$ cat src/rtl/pwm_multi.sv
// Multi-channel PWM with a shared edge/center-aligned carrier, shadowed configuration and
// per-channel complementary outputs with dead time. Option: PWM_MULTI_PHASE_SHIFT_EN.
module pwm_multi #(
    parameter int unsigned N_CH  = 4,
    parameter int unsigned CNT_W = 16,
    parameter int unsigned DT_W  = 8
) (
    input  logic                  clk,
    input  logic                  reset,
    input  logic                  pwm_enable,
    input  logic                  mode,
    input  logic [CNT_W-1:0]      period,
    input  logic [N_CH*CNT_W-1:0] duty,
`ifdef PWM_MULTI_PHASE_SHIFT_EN
    input  logic [N_CH*CNT_W-1:0] phase,
`endif
    input  logic [DT_W-1:0]       dead_time,
    input  logic                  ovf_trigger_enable,
    output logic [N_CH-1:0]       pwm,
    output logic [N_CH-1:0]       pwm_cmp,
    output logic                  ovf_trigger,
    output logic [CNT_W-1:0]      counter
);

    typedef enum logic {DIR_UP, DIR_DOWN} dir_t;

    localparam logic [CNT_W-1:0] CNT_ONE = CNT_W'(1);
    localparam logic [DT_W-1:0]  DT_ONE  = DT_W'(1);

    dir_t                  dir, dir_nxt;
    logic [CNT_W-1:0]      cnt_nxt;
    logic [CNT_W-1:0]      period_sh;
    logic [N_CH*CNT_W-1:0] duty_sh;
    logic [DT_W-1:0]       dt_sh;
    logic                  mode_sh;
    logic                  idle;
    logic                  carrier_evt;
    logic [CNT_W-1:0]      cmp_cnt;
    logic [N_CH-1:0]       ref_cur;
    logic [N_CH-1:0]       ref_prev;
    logic [DT_W-1:0]       dt_cnt [N_CH];
`ifdef PWM_MULTI_PHASE_SHIFT_EN
    logic [N_CH*CNT_W-1:0] phase_sh;
    logic [CNT_W-1:0]      ph;
    logic [CNT_W:0]        ph_sum;
`endif

    assign idle = !pwm_enable || (period_sh == '0);

    always_ff @(posedge clk or negedge reset) begin
        if (!reset) begin
            counter <= '0;
            dir     <= DIR_UP;
        end else begin
            counter <= cnt_nxt;
            dir     <= dir_nxt;
        end
    end

    always_comb begin
        cnt_nxt = counter + CNT_ONE;
        dir_nxt = dir;
        if (idle || carrier_evt) begin
            cnt_nxt = '0;
            dir_nxt = DIR_UP;
        end else if (mode_sh && dir == DIR_DOWN) begin
            cnt_nxt = counter - CNT_ONE;
        end else if (mode_sh && (counter + CNT_ONE >= period_sh)) begin
            dir_nxt = DIR_DOWN;
        end
    end

    // Carrier event: edge-mode wrap, or the 1->0 valley step of the triangle.
    always_comb begin
        carrier_evt = 1'b0;
        if (!idle) begin
            if (mode_sh) carrier_evt = (dir == DIR_DOWN) && (counter <= CNT_ONE);
            else         carrier_evt = (counter >= period_sh - CNT_ONE);
        end
    end

    always_ff @(posedge clk or negedge reset) begin
        if (!reset) begin
            period_sh   <= '0;
            duty_sh     <= '0;
            dt_sh       <= '0;
            mode_sh     <= 1'b0;
            ovf_trigger <= 1'b0;
`ifdef PWM_MULTI_PHASE_SHIFT_EN
            phase_sh    <= '0;
`endif
        end else begin
            ovf_trigger <= carrier_evt && ovf_trigger_enable;
            if (idle || carrier_evt) begin
                period_sh <= period;
                duty_sh   <= duty;
                dt_sh     <= dead_time;
                mode_sh   <= mode;
`ifdef PWM_MULTI_PHASE_SHIFT_EN
                phase_sh  <= phase;
`endif
            end
        end
    end

    always_comb begin
        ref_cur = '0;
        cmp_cnt = counter;
`ifdef PWM_MULTI_PHASE_SHIFT_EN
        ph      = '0;
        ph_sum  = '0;
`endif
        for (int unsigned i = 0; i < N_CH; i++) begin
            cmp_cnt = counter;
`ifdef PWM_MULTI_PHASE_SHIFT_EN
            if (!mode_sh) begin
                ph = phase_sh[i*CNT_W +: CNT_W];
                if (ph >= period_sh) ph = '0;
                ph_sum = {1'b0, counter} + {1'b0, ph};
                if (ph_sum >= {1'b0, period_sh}) ph_sum = ph_sum - {1'b0, period_sh};
                cmp_cnt = ph_sum[CNT_W-1:0];
            end
`endif
            ref_cur[i] = cmp_cnt < duty_sh[i*CNT_W +: CNT_W];
        end
    end

    // A ref toggle drops both sides; the new side turns on once dt_cnt runs out.
    always_ff @(posedge clk or negedge reset) begin
        if (!reset) begin
            pwm      <= '0;
            pwm_cmp  <= '0;
            ref_prev <= '0;
            for (int unsigned i = 0; i < N_CH; i++) dt_cnt[i] <= '0;
        end else if (idle) begin
            pwm      <= '0;
            pwm_cmp  <= '0;
            ref_prev <= '0;
            for (int unsigned i = 0; i < N_CH; i++) dt_cnt[i] <= '0;
        end else begin
            for (int unsigned i = 0; i < N_CH; i++) begin
                ref_prev[i] <= ref_cur[i];
                if ((ref_cur[i] != ref_prev[i]) && (dt_sh != '0)) begin
                    pwm[i]     <= 1'b0;
                    pwm_cmp[i] <= 1'b0;
                    dt_cnt[i]  <= dt_sh;
                end else if ((ref_cur[i] == ref_prev[i]) && (dt_cnt[i] > DT_ONE)) begin
                    pwm[i]     <= 1'b0;
                    pwm_cmp[i] <= 1'b0;
                    dt_cnt[i]  <= dt_cnt[i] - DT_ONE;
                end else begin
                    pwm[i]     <= ref_cur[i];
                    pwm_cmp[i] <= !ref_cur[i];
                    dt_cnt[i]  <= '0;
                end
            end
        end
    end

endmodule

$ cat config.mk
export PLATFORM = sky130hd
export DESIGN_NAME = pwm_multi
export DESIGN_NICKNAME = d
export VERILOG_FILES = /design/src/rtl/pwm_multi.sv
export SDC_FILE = /design/constraint.sdc
export NUM_CORES = 1
export LEC_CHECK = 0
export CAP_MARGIN = 40
export CORE_MARGIN = 4
export CORE_UTILIZATION = 40
export CTS_CLUSTER_SIZE = 24
export DETAILED_ROUTE_END_ITERATION = 7
export DONT_BUFFER_PORTS = 1
export PLACE_DENSITY = 0.51
export SLEW_MARGIN = 10
export SYNTH_ARGS = -nofsm -noshare
export SYNTH_HDL_FRONTEND = slang
export SYNTH_SLANG_ARGS = --single-unit
$ cat constraint.sdc
create_clock -name clk -period 4.3 [get_ports clk]
set_input_delay 0.215 -clock clk [delete_from_list [all_inputs] [get_ports clk]]
set_output_delay 0.215 -clock clk [all_outputs]
set_load 0.05 [all_outputs]
==> flow_summary.toml <==
[outcome]
outcome = "complete, no violations"

[logic_synthesis]
synth_edf_count = 0
synth.avg_cell_area_um2 = 8.55
syn_nets = 1438
synth_top_family_by_area = "simple AND/OR/NAND/NOR gates"
synthSimpleGateAreaFrac = 0.234
synth_fa_ha_area_frac = 0.123
syn_area_um2 = 10600
async_reset_ff_frac = 1.00
synth_xor_area_frac = 0.0520
yosys_register_bits = 151
yosysSeqAreaShare = 0.356
synthMuxAreaShare = 0.0151
ys_types = 56
synth_ff_type = "dfrtp_1"
synth_warnings = 0
synth_compound_area_frac = 0.159
synthCells = 1241

[timing]
setup_tns_ps = 0
max_clock_freq_ghz = 0.269
finalSetupViolations = 0
hold_viol = 0
worst_pin_slew_ps = 921
min_period_ps = 3720
fin_crit_sh = 0.864
relSlewSlack = 0.386
rsz0062_at_grt = "no"
skew_ps = 11.8
slew_violations = 0

[power_and_ir_drop]
power_density_nw_per_um2 = 336
peakVddDrop_mv = 0.270
fin_total_pwr_mw = 4.23
p_leak_nw = 6.04

[drt]
vias_per_cell = 5.74
routed_wl_mm = 32.3
ant_nets = 0
drt_iter0_markers = 746
via_count = 9569
drcViolationCount = 0
wire_per_inst_um = 19.4
drt-pass1-iter-count = 7

[final_layout]
layout.nets = 1517
drive_above_1_share = 0.0714
syn_to_final_growth_pct = 18.8
fill_cells = 2508

[clock_tree]
cts_setup_buffers = 0
ctsHoldBuffers = 92
numCtsBuffers = 17
htree_levels = 4
clkTransAtPathRegs_ps = 60
clockBufferDepth = 2
post_cts_resized = 0
root_buffer = "clkbuf_16"
cts_tree = "built"
clock_latency_ps = 440
cts_sinks = 151

[hold_path]
hold_depth = 3
min-delay-start = "pwm_enable"
hold_path.class = "input port to flop"
whs_endpoint = "ref_prev[0]$_DFF_PN0_"

[critical_path]
rrSetupSlack_ps = 580
crit_type = "flop to flop"
worst_ep_required_time_ps = 4670
crit_fanout = 47
timing.rr.start = "period_sh[9]$_DFFE_PN0N_"
arrival_ps = 4080
cp-start-kind = "flop"
r2r-end = "duty_sh[50]$_DFFE_PN0N_"
r2r_cells = 12
critPathCaptureType = "flop"

[die]
dieArea_um2 = 29200
ios = 118
die_h_um = 171
core_area_um2 = 26100
start_util = 0.407
num_rows = 59
die_w_um = 171

[placement]
place_congestion = 0.808
dp_hpwl_mm = 22.1
io_buffers = 0

[grt]
grt_pass1_vias = 9492
antenna_found_initial = 2
grt_max_degree = 152
grt_pass1_wl_mm = 52.2
grt.total_usage = 0.224
grt-ovfl-total = 0

[job]
maxCapViolations = 0
==> cells by family after synthesis <==
kind of cell             count (synthesis)
AO/OA/AOI/OAI                          236
XOR/XNOR                                63
adder cells (fa/ha/maj)                104
buffers and inverters                  163
flip-flops                             151
multiplexers                            16
AND/OR/NAND/NOR                        508
==> metrics by stage <==
step	area [µm²]	utilization	hold slack (ps)	cells	worst slack, ps
after detailed placement	11100	0.427	-69.6	1544	673
after global routing	12600	0.484	275	1667	292
after floorplan	10600	-	-80.6	1241	502
after CTS	12600	0.484	244	1665	629
after global placement	11100	0.425	-71.0	1542	620
final	12600	0.484	257	1667	584
==> how the worst max path moves through the flow <==
stage / end / depth (start not counted) / slack, ps / from
floorplan: duty_sh[10]$_DFFE_PN0N_ / 14 / 500 / period_sh[10]$_DFFE_PN0N_
global placement: period_sh[2]$_DFFE_PN0N_ / 12 / 620 / period_sh[10]$_DFFE_PN0N_
detailed placement: duty_sh[44]$_DFFE_PN0N_ / 12 / 670 / period_sh[12]$_DFFE_PN0N_
CTS: duty_sh[44]$_DFFE_PN0N_ / 12 / 630 / period_sh[12]$_DFFE_PN0N_
global route: duty_sh[50]$_DFFE_PN0N_ / 12 / 290 / period_sh[12]$_DFFE_PN0N_
finish: duty_sh[50]$_DFFE_PN0N_ / 12 / 580 / period_sh[9]$_DFFE_PN0N_
==> state kept, by name (all words and copies together) (netlist names), 4 cells and up <==
register / count
pwm_cmp: 4
pwm: 4
ref_prev: 4
dt_cnt: 32
dt_sh: 8
duty_sh: 64
period_sh: 16
counter: 16
==> Yosys cell counts, types with 19 or more instances <==
cell,n,share of area
nand2_1,144,0.051
dfrtp_1,151,0.36
nor3_1,19,0.0090
nand3_1,190,0.090
clkbuf_1,56,0.020
xnor2_1,44,0.036
ha_1,104,0.12
a22oi_1,68,0.048
o21ai_0,34,0.016
xor2_1,19,0.016
or4_1,20,0.014
inv_1,93,0.033
a22oi_2,20,0.024
a21oi_1,51,0.024
nor2_1,53,0.019
==> worst max-delay path, cell delays in order, from the launching register on <==
cell and delay, ps:
dfrtp_1 450, or4_1 560, or3_1 400, nor2_1 140
xnor2_1 80, ha_1 300, nand4_1 110, a2111oi_0 380
a2bb2oi_1 180, a21oi_4 170, buf_4 510, a22oi_1 190
nand3_1 120
==> layer usage <==
| metal | GRT usage | wire length, µm | vias to the layer above |
|---|---|---|---|
| li1 | - | - | 4630 |
| met1 | 0.311 | 15200 | 4685 |
| met2 | 0.366 | 15200 | 221 |
| met3 | 0.0455 | 1550 | 33 |
| met4 | 0.0475 | 398 | 0 |
| met5 | 0 | 0 | - |
==> cells in the final DEF (no fill, tap or decap), drive strengths merged, types with 9 or more instances in the layout <==
cell type	n
nand3	190
dfrtp	151
nand2	144
ha	104
inv	93
dlygate4sd3	91
a22oi	88
nor2	54
a21oi	51
xnor2	44
buf	39
o21ai	35
or4	21
nor3	20
clkbuf	20
xor2	19
nor4	18
nand4	18
a21o	18
mux2i	16
or3	13
a211oi	9
==> report_power, final <==
part | switching, mW | total (mW) | internal [mW]
clock network | 0.635 | 1.49 | 0.858
logic | 0.524 | 0.951 | 0.428
registers | 0.206 | 1.79 | 1.58
total | 1.36 | 4.23 | 2.87
==> cell type report <==
cell class              instances  area [µm²]  share of cell area
diodes                          2        5.00            0.000397
clock buffers                  20         447              0.0354
clock inverters                 9         105             0.00833
inverters                      93         349              0.0277
multi-input cells             927        6230               0.494
flip-flops and latches        151        3780               0.300
well taps                     335         419              0.0332
repair buffers                130        1280               0.101
No activity file was read; power rests on OpenSTA's default activity.
